==> src/rtl/alsu_pkg.sv <==
// Shared opcode constants, widths and the captured-input bundle for the ALSU.
// The invalid-request rule lives here so the decode reads as a single condition.
package alsu_pkg;

  localparam int IN_W  = 3;
  localparam int OUT_W = 6;
  localparam int LED_W = 16;

  localparam logic [2:0] OP_AND    = 3'b000;
  localparam logic [2:0] OP_XOR    = 3'b001;
  localparam logic [2:0] OP_ADD    = 3'b010;
  localparam logic [2:0] OP_MULT   = 3'b011;
  localparam logic [2:0] OP_SHIFT  = 3'b100;
  localparam logic [2:0] OP_ROTATE = 3'b101;

  typedef struct packed {
    logic [IN_W-1:0] a;
    logic [IN_W-1:0] b;
    logic [2:0]      opcode;
    logic            cin;
    logic            serial_in;
    logic            direction;
    logic            red_op_a;
    logic            red_op_b;
    logic            bypass_a;
    logic            bypass_b;
  } alsu_in_t;

  // Reductions are only meaningful for AND/XOR; 110/111 are unassigned opcodes.
  function automatic logic op_invalid(input logic [2:0] op, input logic red_req);
    logic bad_op;
    bad_op = (op == 3'b110) || (op == 3'b111);
    return bad_op || (red_req && (op != OP_AND) && (op != OP_XOR));
  endfunction

endpackage

==> src/rtl/alsu_in_reg.sv <==
// Input capture stage: every data/control input of the ALSU registered once,
// cleared synchronously by rst.
module alsu_in_reg
  import alsu_pkg::*;
(
  input  logic     clk,
  input  logic     rst,
  input  alsu_in_t d,
  output alsu_in_t q
);

  alsu_in_t q_r;

  // Capture register with synchronous clear
  always_ff @(posedge clk) begin
    if (rst) begin
      q_r <= '0;
    end else begin
      q_r <= d;
    end
  end

  assign q = q_r;

endmodule

==> src/rtl/alsu_unit.sv <==
// Registered 3-bit arithmetic/logic/shift unit: input capture stage, operation
// decode on the captured values, and a registered 6-bit result plus error LEDs.
module alsu_unit
  import alsu_pkg::*;
#(
  parameter string INPUT_PRIORITY = "A",
  parameter string FULL_ADDER     = "ON"
) (
  input  logic             clk,
  input  logic             rst,
  input  logic [IN_W-1:0]  A,
  input  logic [IN_W-1:0]  B,
  input  logic [2:0]       opcode,
  input  logic             cin,
  input  logic             serial_in,
  input  logic             direction,
  input  logic             red_op_A,
  input  logic             red_op_B,
  input  logic             bypass_A,
  input  logic             bypass_B,
  output logic [OUT_W-1:0] out,
  output logic [LED_W-1:0] leds
);

  localparam bit PRIO_B = (INPUT_PRIORITY == "B");
  localparam bit FA_ON  = (FULL_ADDER == "ON");

  alsu_in_t          in_s;
  alsu_in_t          q_s;
  logic              bypass_s;
  logic              red_s;
  logic              sel_b_bypass_s;
  logic              sel_b_red_s;
  logic              invalid_s;
  logic [IN_W-1:0]   red_opnd_s;
  logic [OUT_W-1:0]  op_result_s;
  logic [OUT_W-1:0]  out_next_s;
  logic [LED_W-1:0]  leds_next_s;
  logic [OUT_W-1:0]  out_r;
  logic [LED_W-1:0]  leds_r;

  assign in_s = '{a: A, b: B, opcode: opcode, cin: cin, serial_in: serial_in,
                  direction: direction, red_op_a: red_op_A, red_op_b: red_op_B,
                  bypass_a: bypass_A, bypass_b: bypass_B};

  alsu_in_reg u_in_reg (
    .clk (clk),
    .rst (rst),
    .d   (in_s),
    .q   (q_s)
  );

  // Flag arbitration and operation result from the captured inputs
  always_comb begin
    bypass_s       = q_s.bypass_a | q_s.bypass_b;
    red_s          = q_s.red_op_a | q_s.red_op_b;
    sel_b_bypass_s = (q_s.bypass_a & q_s.bypass_b) ? PRIO_B : q_s.bypass_b;
    sel_b_red_s    = (q_s.red_op_a & q_s.red_op_b) ? PRIO_B : q_s.red_op_b;
    invalid_s      = op_invalid(q_s.opcode, red_s);
    red_opnd_s     = sel_b_red_s ? q_s.b : q_s.a;
    op_result_s    = '0;
    case (q_s.opcode)
      OP_AND: begin
        if (red_s) begin
          op_result_s = {5'b00000, &red_opnd_s};
        end else begin
          op_result_s = {3'b000, q_s.a & q_s.b};
        end
      end
      OP_XOR: begin
        if (red_s) begin
          op_result_s = {5'b00000, ^red_opnd_s};
        end else begin
          op_result_s = {3'b000, q_s.a ^ q_s.b};
        end
      end
      OP_ADD:  op_result_s = {3'b000, q_s.a} + {3'b000, q_s.b} + {5'b00000, q_s.cin & FA_ON};
      OP_MULT: op_result_s = {3'b000, q_s.a} * {3'b000, q_s.b};
      // Shift and rotate work on the current result register, not on A/B
      OP_SHIFT: begin
        if (q_s.direction) begin
          op_result_s = {out_r[OUT_W-2:0], q_s.serial_in};
        end else begin
          op_result_s = {q_s.serial_in, out_r[OUT_W-1:1]};
        end
      end
      OP_ROTATE: begin
        if (q_s.direction) begin
          op_result_s = {out_r[OUT_W-2:0], out_r[OUT_W-1]};
        end else begin
          op_result_s = {out_r[0], out_r[OUT_W-1:1]};
        end
      end
      default: op_result_s = '0;
    endcase
  end

  // Bypass beats the invalid check; invalid requests blink the LEDs
  always_comb begin
    out_next_s  = '0;
    leds_next_s = '0;
    if (bypass_s) begin
      out_next_s  = sel_b_bypass_s ? {3'b000, q_s.b} : {3'b000, q_s.a};
      leds_next_s = '0;
    end else if (invalid_s) begin
      out_next_s  = '0;
      leds_next_s = ~leds_r;
    end else begin
      out_next_s  = op_result_s;
      leds_next_s = '0;
    end
  end

  // Output register with synchronous clear
  always_ff @(posedge clk) begin
    if (rst) begin
      out_r  <= '0;
      leds_r <= '0;
    end else begin
      out_r  <= out_next_s;
      leds_r <= leds_next_s;
    end
  end

  assign out  = out_r;
  assign leds = leds_r;

endmodule

==> config.mk <==
export PLATFORM = sky130hd
export DESIGN_NAME = alsu_unit
export DESIGN_NICKNAME = d
export VERILOG_FILES = /design/src/rtl/alsu_pkg.sv /design/src/rtl/alsu_in_reg.sv /design/src/rtl/alsu_unit.sv
export SDC_FILE = /design/constraint.sdc
export NUM_CORES = 1
export LEC_CHECK = 0
export BUFFER_PORTS_ARGS = -buffer_cell sky130_fd_sc_hd__buf_4
export CELL_PAD_IN_SITES_DETAIL_PLACEMENT = 0
export CELL_PAD_IN_SITES_GLOBAL_PLACEMENT = 1
export CORE_MARGIN = 2
export CORE_UTILIZATION = 40
export DETAILED_ROUTE_END_ITERATION = 8
export PLACE_DENSITY_LB_ADDON = 0.1
export SLEW_MARGIN = 20
export SYNTH_ARGS = -nofsm -noshare
export SYNTH_HDL_FRONTEND = slang
export SYNTH_SLANG_ARGS = --single-unit
==> constraint.sdc <==
create_clock -name clk -period 2.6 [get_ports clk]
set_input_delay 0.26 -clock clk [delete_from_list [all_inputs] [get_ports clk]]
set_output_delay 0.26 -clock clk [all_outputs]
set_load 0.02 [all_outputs]
==> results of run 1 <==
-- placed cells by master (no fill, tap or decap), types with 2 or more instances in the layout --
cell type	Yosys	routed
sky130_fd_sc_hd__buf_4	0	39
sky130_fd_sc_hd__dfxtp_1	38	38
sky130_fd_sc_hd__nor2_1	22	22
sky130_fd_sc_hd__nor2b_1	18	18
sky130_fd_sc_hd__nand2_1	10	10
sky130_fd_sc_hd__ha_1	9	9
sky130_fd_sc_hd__inv_1	6	6
sky130_fd_sc_hd__o21ai_0	6	6
sky130_fd_sc_hd__mux2i_1	6	6
sky130_fd_sc_hd__a21oi_1	6	6
sky130_fd_sc_hd__clkbuf_8	0	5
sky130_fd_sc_hd__and2_1	4	4
sky130_fd_sc_hd__fa_1	4	4
sky130_fd_sc_hd__mux2_2	3	3
sky130_fd_sc_hd__nor3_1	3	3
sky130_fd_sc_hd__nand2b_1	3	3
sky130_fd_sc_hd__o22ai_1	3	3
sky130_fd_sc_hd__and2b_1	2	2
sky130_fd_sc_hd__xor2_1	2	2
sky130_fd_sc_hd__xnor2_1	2	2
sky130_fd_sc_hd__a311oi_1	2	2
sky130_fd_sc_hd__clkbuf_1	2	2
-- registers in the layout, indices dropped and copies added, names as in the netlist --
name        flops
leds           16
out             6
u_in_reg.q     16
-- how the worst max path moves through the flow --
stage	start	to	slack, ns
global placement	u_in_reg.q[11]$_SDFF_PP0_	out[3]$_SDFF_PP0_	0.32
global route	u_in_reg.q[11]$_SDFF_PP0_	out[3]$_SDFF_PP0_	0.08
detailed placement	u_in_reg.q[11]$_SDFF_PP0_	out[3]$_SDFF_PP0_	0.19
floorplan	u_in_reg.q[11]$_SDFF_PP0_	out[3]$_SDFF_PP0_	0.40
finish	u_in_reg.q[11]$_SDFF_PP0_	out[3]$_SDFF_PP0_	0.19
CTS	u_in_reg.q[11]$_SDFF_PP0_	out[3]$_SDFF_PP0_	0.18
-- layout make-up --
type                       count  area, sq um  area share
sequential                    38          761       0.356
multi-input combinational    124          895       0.418
clock inverter                 1         30.0      0.0140
clock buffer                   7         76.3      0.0357
timing repair buffer          39          293       0.137
tap                           50         62.6      0.0292
inverter                       6         22.5      0.0105
-- stage by stage --
step / cells / instance area, sq um / util / power (mW) / setup slack (ns)
after global routing: 265 / 2140 / 0.524 / 1.33 / 0.0764
final: 265 / 2140 / 0.524 / 1.27 / 0.185
after global placement: 257 / 2030 / 0.498 / 0.804 / 0.316
after floorplan: 176 / 1730 / - / 0.749 / 0.403
after CTS: 265 / 2140 / 0.524 / 1.29 / 0.185
after detailed placement: 257 / 2030 / 0.498 / 0.810 / 0.195
-- power groups by stage --
stage	registers (mW)	clock network (mW)	logic [mW]
after floorplan	0.656	0	0.0931
after global placement	0.654	0	0.150
after detailed placement	0.655	0	0.154
after CTS	0.642	0.489	0.155
after global routing	0.647	0.515	0.169
final	0.642	0.477	0.154
-- worst max-delay path, cell delays in order (launching register included) --
cell and delay [ns]:
sky130_fd_sc_hd__dfxtp_1 0.40, sky130_fd_sc_hd__ha_1 0.23, sky130_fd_sc_hd__inv_1 0.08, sky130_fd_sc_hd__fa_1 0.50, sky130_fd_sc_hd__inv_1 0.04, sky130_fd_sc_hd__ha_1 0.22, sky130_fd_sc_hd__fa_1 0.44, sky130_fd_sc_hd__nand2b_1 0.16
sky130_fd_sc_hd__a31oi_1 0.18, sky130_fd_sc_hd__nor2_1 0.05
-- per-layer routing --
| metal | share of wire | up-vias | GRT usage |
|---|---|---|---|
| met5 | 0 | - | 0 |
| met4 | 0.0046 | 0 | 0.0449 |
| met3 | 0.034 | 2 | 0.0378 |
| met2 | 0.51 | 25 | 0.270 |
| met1 | 0.45 | 626 | 0.198 |
| li1 | - | 668 | - |
-- kinds of logic (layout without fill, tap and decap cells) --
kind of cell | Yosys count | in the layout | synth area share
muxes | 10 | 10 | 0.0608
and+or+nand+nor | 69 | 69 | 0.209
AOI/OAI and AO/OA | 28 | 28 | 0.116
DFF | 38 | 38 | 0.440
buffers and inverters | 14 | 53 | 0.0420
xor gates and xnor gates | 4 | 4 | 0.0203
adders and majority gates | 13 | 13 | 0.112
==> flow_summary.yaml, run 1 <==
clock_tree:
  tritoncts: "yes"
  clk_latency_ns: 0.28
  cts-buffers-inserted: 5
  root_buffer: "sky130_fd_sc_hd__clkbuf_8"
  cts.htree.levels: 2
  tritoncts_num_sinks: 38
  cts_resized: 0
  cts_hold_repair.buffers: 0
  cts_setup_buffers: 0
  worst_setup_hold_path_clk_slew_ns: 0.07
  cts_buffer_depth: 2
timing:
  least_margin_pin_slew_ns: 0.611
  hold_violations: 0
  finalWorstPathRequiredPeriod_ns: 2.41
  setup_repair_after_global_routing_missed_its_margin: "false"
  timing.setup.tns_ns: 0
  slew_headroom: 0.592
  finClkSkew_ns: 0.00476
  setup_viol: 0
  hold-worst-slack_ns: 0.190
  fin_crit_sh: 0.929
  max_freq_mhz: 414
  report.final.slew_viol_count: 0
drt:
  totalWireLength_um: 3660
  wire_per_inst_um: 13.8
  drcViolationCount: 0
  route.detailed.vias_per_inst: 4.98
  dr.pass1.iters: 4
  via_count: 1321
  route.antenna.remaining_nets: 0
  drt_iter0_markers: 42
placement:
  dp.final_hpwl_um: 2830
  routabilityCongestion: 0.849
  placement.io_buffers: 39
worst_setup_path:
  timing.critical_path.required_ns: 2.77
  r2r_start: "u_in_reg.q[11]$_SDFF_PP0_"
  cp_arrival_ns: 2.59
  cp-end-kind: "flop"
  crit_path_max_fanout: 6
  worst_setup_path_start_kind: "flop"
  r2r.worst_path.cells: 9
  timing.rr.end: "out[3]$_SDFF_PP0_"
  regToRegSetupSlack_ns: 0.19
  critical_path_type: "flop to flop"
global_routing:
  pin_count_of_the_biggest_net_entering_global_routing: 21
  grt_pass1_wl_um: 6130
  first_global_vias: 1328
  gr-usage-all-layers: 0.158
  initial_antenna_violation_count: 0
  leftover_overflow_at_the_end_of_global_routing: 0
logic_synthesis:
  synth.net_count: 207
  avgSynthCellArea_sq_um: 9.82
  seq_area_frac_synth: 0.440
  synth-edff-count: 0
  synth_top_cell_area_share: 0.440
  asyncSetResetFlopFracSynth: 0
  synth_common_cells: "sky130_fd_sc_hd__dfxtp_1 (38), sky130_fd_sc_hd__nor2_1 (22), sky130_fd_sc_hd__nor2b_1 (18), sky130_fd_sc_hd__nand2_1 (10), sky130_fd_sc_hd__ha_1 (9)"
  synth.cell_area_sq_mm: 0.00173
  most_numerous_cell_in_the_yosys_netlist: "sky130_fd_sc_hd__dfxtp_1"
  synth_area_leader_cell: "sky130_fd_sc_hd__dfxtp_1"
  synth_seq_cells: 38
  netlist-cell-type-count: 41
  yosysWarnings: 0
  syn_inst: 176
  synth-main-ff-cell: "sky130_fd_sc_hd__dfxtp_1"
  synth.area.top_cells: "sky130_fd_sc_hd__dfxtp_1 (44%), sky130_fd_sc_hd__ha_1 (6.5%), sky130_fd_sc_hd__nor2b_1 (6.5%)"
power_and_ir_drop:
  p_int_mw: 0.975
  combinationalPowerShare: 0.121
  clock_power_share: 0.375
  power.static_leakage_nw: 0.989
  power_switching_mw: 0.298
  power.density_mw_per_mm2: 595
  vdd.ir_drop.worst_mv: 0.326
  seq_power_share: 0.504
  swShare: 0.234
floorplan:
  floorplan.initialDensity: 0.423
  rows: 23
  core_area_sq_mm: 0.00409
  die-width_um: 69.7
  top_level_ports: 40
  fp.dieH_um: 69.7
  design.die.area_sq_mm: 0.00486
final_layout:
  layout-drive-gt1-share: 0.237
  fin_nets: 245
  areaGrowthSynthToFinish_pct: 23.8
  diode_insertion_count_for_antenna_repair: 0
  n_fill_cell: 399
hold_path:
  hold_path_depth: 2
  hold-path-endpoint: "u_in_reg.q[7]$_SDFF_PP0_"
  hold_path_startpoint: "opcode[0]"
  hp-class: "primary input to flop"
run:
  timing.max_cap.violations: 0
status:
  run_status: "complete, no violations"
Power figures use the tool's default switching activity.
==> run 2, diff against run 1 <==
Settings changed: GPL_TIMING_DRIVEN set to 0.
==> run 2 against run 1 <==
  * Critical path depth stayed put
  * Sequential cell count did not move
  * Register-to-register slack better by 0.03 ns
==> flow_summary.yaml, run 2 (same netlist as run 1, synthesis figures left out) <==
worst_setup_path:
  worst_path_slowest_cell: "sky130_fd_sc_hd__fa_1"
  critical_path_type: "flop to flop"
  r2r.worst_path.cells: 9
  cp_arrival_ns: 2.57
  timing.critical_path.cells: "ha_1, inv_1, fa_1, inv_1, ha_1, fa_1, nand2b_1, a31oi_1, nor2_1"
  worst_setup_path_start_kind: "flop"
  regToRegSetupSlack_ns: 0.22
  timing.critical_path.slowest_cell_delay_ns: 0.50
  r2r_start: "u_in_reg.q[11]$_SDFF_PP0_"
  cp-end-kind: "flop"
  crit_path_max_fanout: 6
  timing.critical_path.required_ns: 2.79
  timing.rr.end: "out[3]$_SDFF_PP0_"
timing:
  finalWorstPathRequiredPeriod_ns: 2.38
  setup_viol: 0
  max_freq_mhz: 420
  timing.setup.tns_ns: 0
  finClkSkew_ns: 0.0125
  slew_headroom: 0.695
  fin_crit_sh: 0.917
  least_margin_pin_slew_ns: 0.458
  report.final.slew_viol_count: 0
  hold_violations: 0
  setup_repair_after_global_routing_missed_its_margin: "false"
clock_tree:
  cts.htree.levels: 2
  tritoncts_num_sinks: 38
  cts_hold_repair.buffers: 0
  cts_buffer_depth: 2
  tritoncts: "yes"
  cts-buffers-inserted: 5
  root_buffer: "sky130_fd_sc_hd__clkbuf_8"
  cts_setup_buffers: 0
  cts_resized: 0
  worst_setup_hold_path_clk_slew_ns: 0.08
  clk_latency_ns: 0.29
hold_path:
  hp-class: "primary input to flop"
  hold_path_startpoint: "A[1]"
  hold_path_depth: 2
  hold-path-endpoint: "u_in_reg.q[14]$_SDFF_PP0_"
drt:
  route.antenna.remaining_nets: 0
  via_count: 1342
  drcViolationCount: 0
  totalWireLength_um: 3420
  route.detailed.vias_per_inst: 4.92
  dr.pass1.iters: 4
  wire_per_inst_um: 12.5
  drt_iter0_markers: 43
floorplan:
  design.die.area_sq_mm: 0.00486
  rows: 23
  core_area_sq_mm: 0.00409
  die-width_um: 69.7
  top_level_ports: 40
  floorplan.initialDensity: 0.423
  fp.dieH_um: 69.7
global_routing:
  leftover_overflow_at_the_end_of_global_routing: 0
  gr-usage-all-layers: 0.149
  grt_pass1_wl_um: 5780
  initial_antenna_violation_count: 0
  pin_count_of_the_biggest_net_entering_global_routing: 13
  first_global_vias: 1309
power_and_ir_drop:
  power.static_leakage_nw: 1.02
  p_int_mw: 0.906
  combinationalPowerShare: 0.138
  post-layout-total-power_mw: 1.22
  vdd.ir_drop.worst_mv: 0.354
  seq_power_share: 0.520
  swShare: 0.254
  clock_power_share: 0.343
  power_switching_mw: 0.309
  power.density_mw_per_mm2: 558
placement:
  dp.final_hpwl_um: 2700
  placement.io_buffers: 39
  routabilityCongestion: 0.815
run:
  timing.max_cap.violations: 0
final_layout:
  top_library_cells_by_usage_in_the_layout_fill_and_taps_aside: "sky130_fd_sc_hd__buf_4 (39), sky130_fd_sc_hd__dfxtp_1 (38), sky130_fd_sc_hd__nor2_1 (22)"
  layout-drive-gt1-share: 0.265
  areaGrowthSynthToFinish_pct: 26.1
  n_fill_cell: 379
  layout_commonest_cell: "sky130_fd_sc_hd__buf_4"
  multi_input_comb_area_sq_um: 895
  fin_nets: 253
  ff_latch_area_sq_um: 761
  diode_insertion_count_for_antenna_repair: 0
status:
  run_status: "complete, no violations"
==> run 2: changes by cell type in the layout (fill, tap and decap cells not counted) <==
| cell | previous run | this run |
|---|---|---|
| sky130_fd_sc_hd__buf_2 | 0 | 4 |
| sky130_fd_sc_hd__clkinvlp_4 | 0 | 1 |
| sky130_fd_sc_hd__bufinv_16 | 1 | 0 |
| sky130_fd_sc_hd__clkinv_2 | 0 | 1 |
| sky130_fd_sc_hd__clkbuf_8 | 5 | 6 |
| sky130_fd_sc_hd__buf_6 | 0 | 2 |
==> run 2: metrics by stage <==
stage | hold WS, ns | utilization | area, sq um | cells | worst slack [ns]
floorplan | 0.388 | - | 1730 | 176 | 0.403
global placement | 0.401 | 0.510 | 2080 | 265 | 0.274
detailed placement | 0.407 | 0.510 | 2080 | 265 | 0.255
CTS | 0.166 | 0.533 | 2180 | 273 | 0.236
global route | 0.172 | 0.533 | 2180 | 273 | 0.0946
finish | 0.173 | 0.533 | 2180 | 273 | 0.217
==> run 2: cell type report <==
| cell class | count | area share |
|---|---|---|
| Inverter | 6 | 0.0103 |
| Buffer | 8 | 0.0230 |
| Sequential cell | 38 | 0.349 |
| Multi-Input combinational cell | 124 | 0.411 |
| Clock buffer | 6 | 0.0379 |
| Clock inverter | 2 | 0.00574 |
| Tap cell | 50 | 0.0287 |
| Timing Repair Buffer | 39 | 0.134 |
==> run 2: worst max-delay path by stage <==
stage	start	end	slack [ns]	cells after the start
2_1_floorplan	u_in_reg.q[11]$_SDFF_PP0_	out[3]$_SDFF_PP0_	0.40	9
3_3_place_gp	u_in_reg.q[11]$_SDFF_PP0_	out[3]$_SDFF_PP0_	0.27	9
3_5_place_dp	u_in_reg.q[11]$_SDFF_PP0_	out[3]$_SDFF_PP0_	0.25	9
4_1_cts	u_in_reg.q[11]$_SDFF_PP0_	out[3]$_SDFF_PP0_	0.24	9
5_1_grt	u_in_reg.q[11]$_SDFF_PP0_	out[3]$_SDFF_PP0_	0.09	9
6_report	u_in_reg.q[11]$_SDFF_PP0_	out[3]$_SDFF_PP0_	0.22	9
==> run 2: worst max-delay path: cells and delay by family (launching register included) <==
kind,cells,cell delay (ns)
adders and majority gates,4,1.36
AOI/OAI and AO/OA,1,0.19
DFF,1,0.42
buffers and inverters,2,0.11
and+or+nand+nor,2,0.21
==> run 2: power by group through the flow <==
stage               Clock, mW  Sequential, mW  Combinational [mW]
finish                  0.417           0.632               0.167
floorplan                   0           0.656              0.0931
global route            0.459           0.636               0.185
CTS                     0.433           0.632               0.169
global placement            0           0.645               0.166
detailed placement          0           0.646               0.169
==> run 2: layer usage <==
metal	vias to the layer above	part of all wire	track usage
met1	616	0.45	0.183
li1	686	-	-
met3	4	0.048	0.0494
met5	-	0	0
met4	0	0.0073	0.0449
met2	36	0.49	0.250
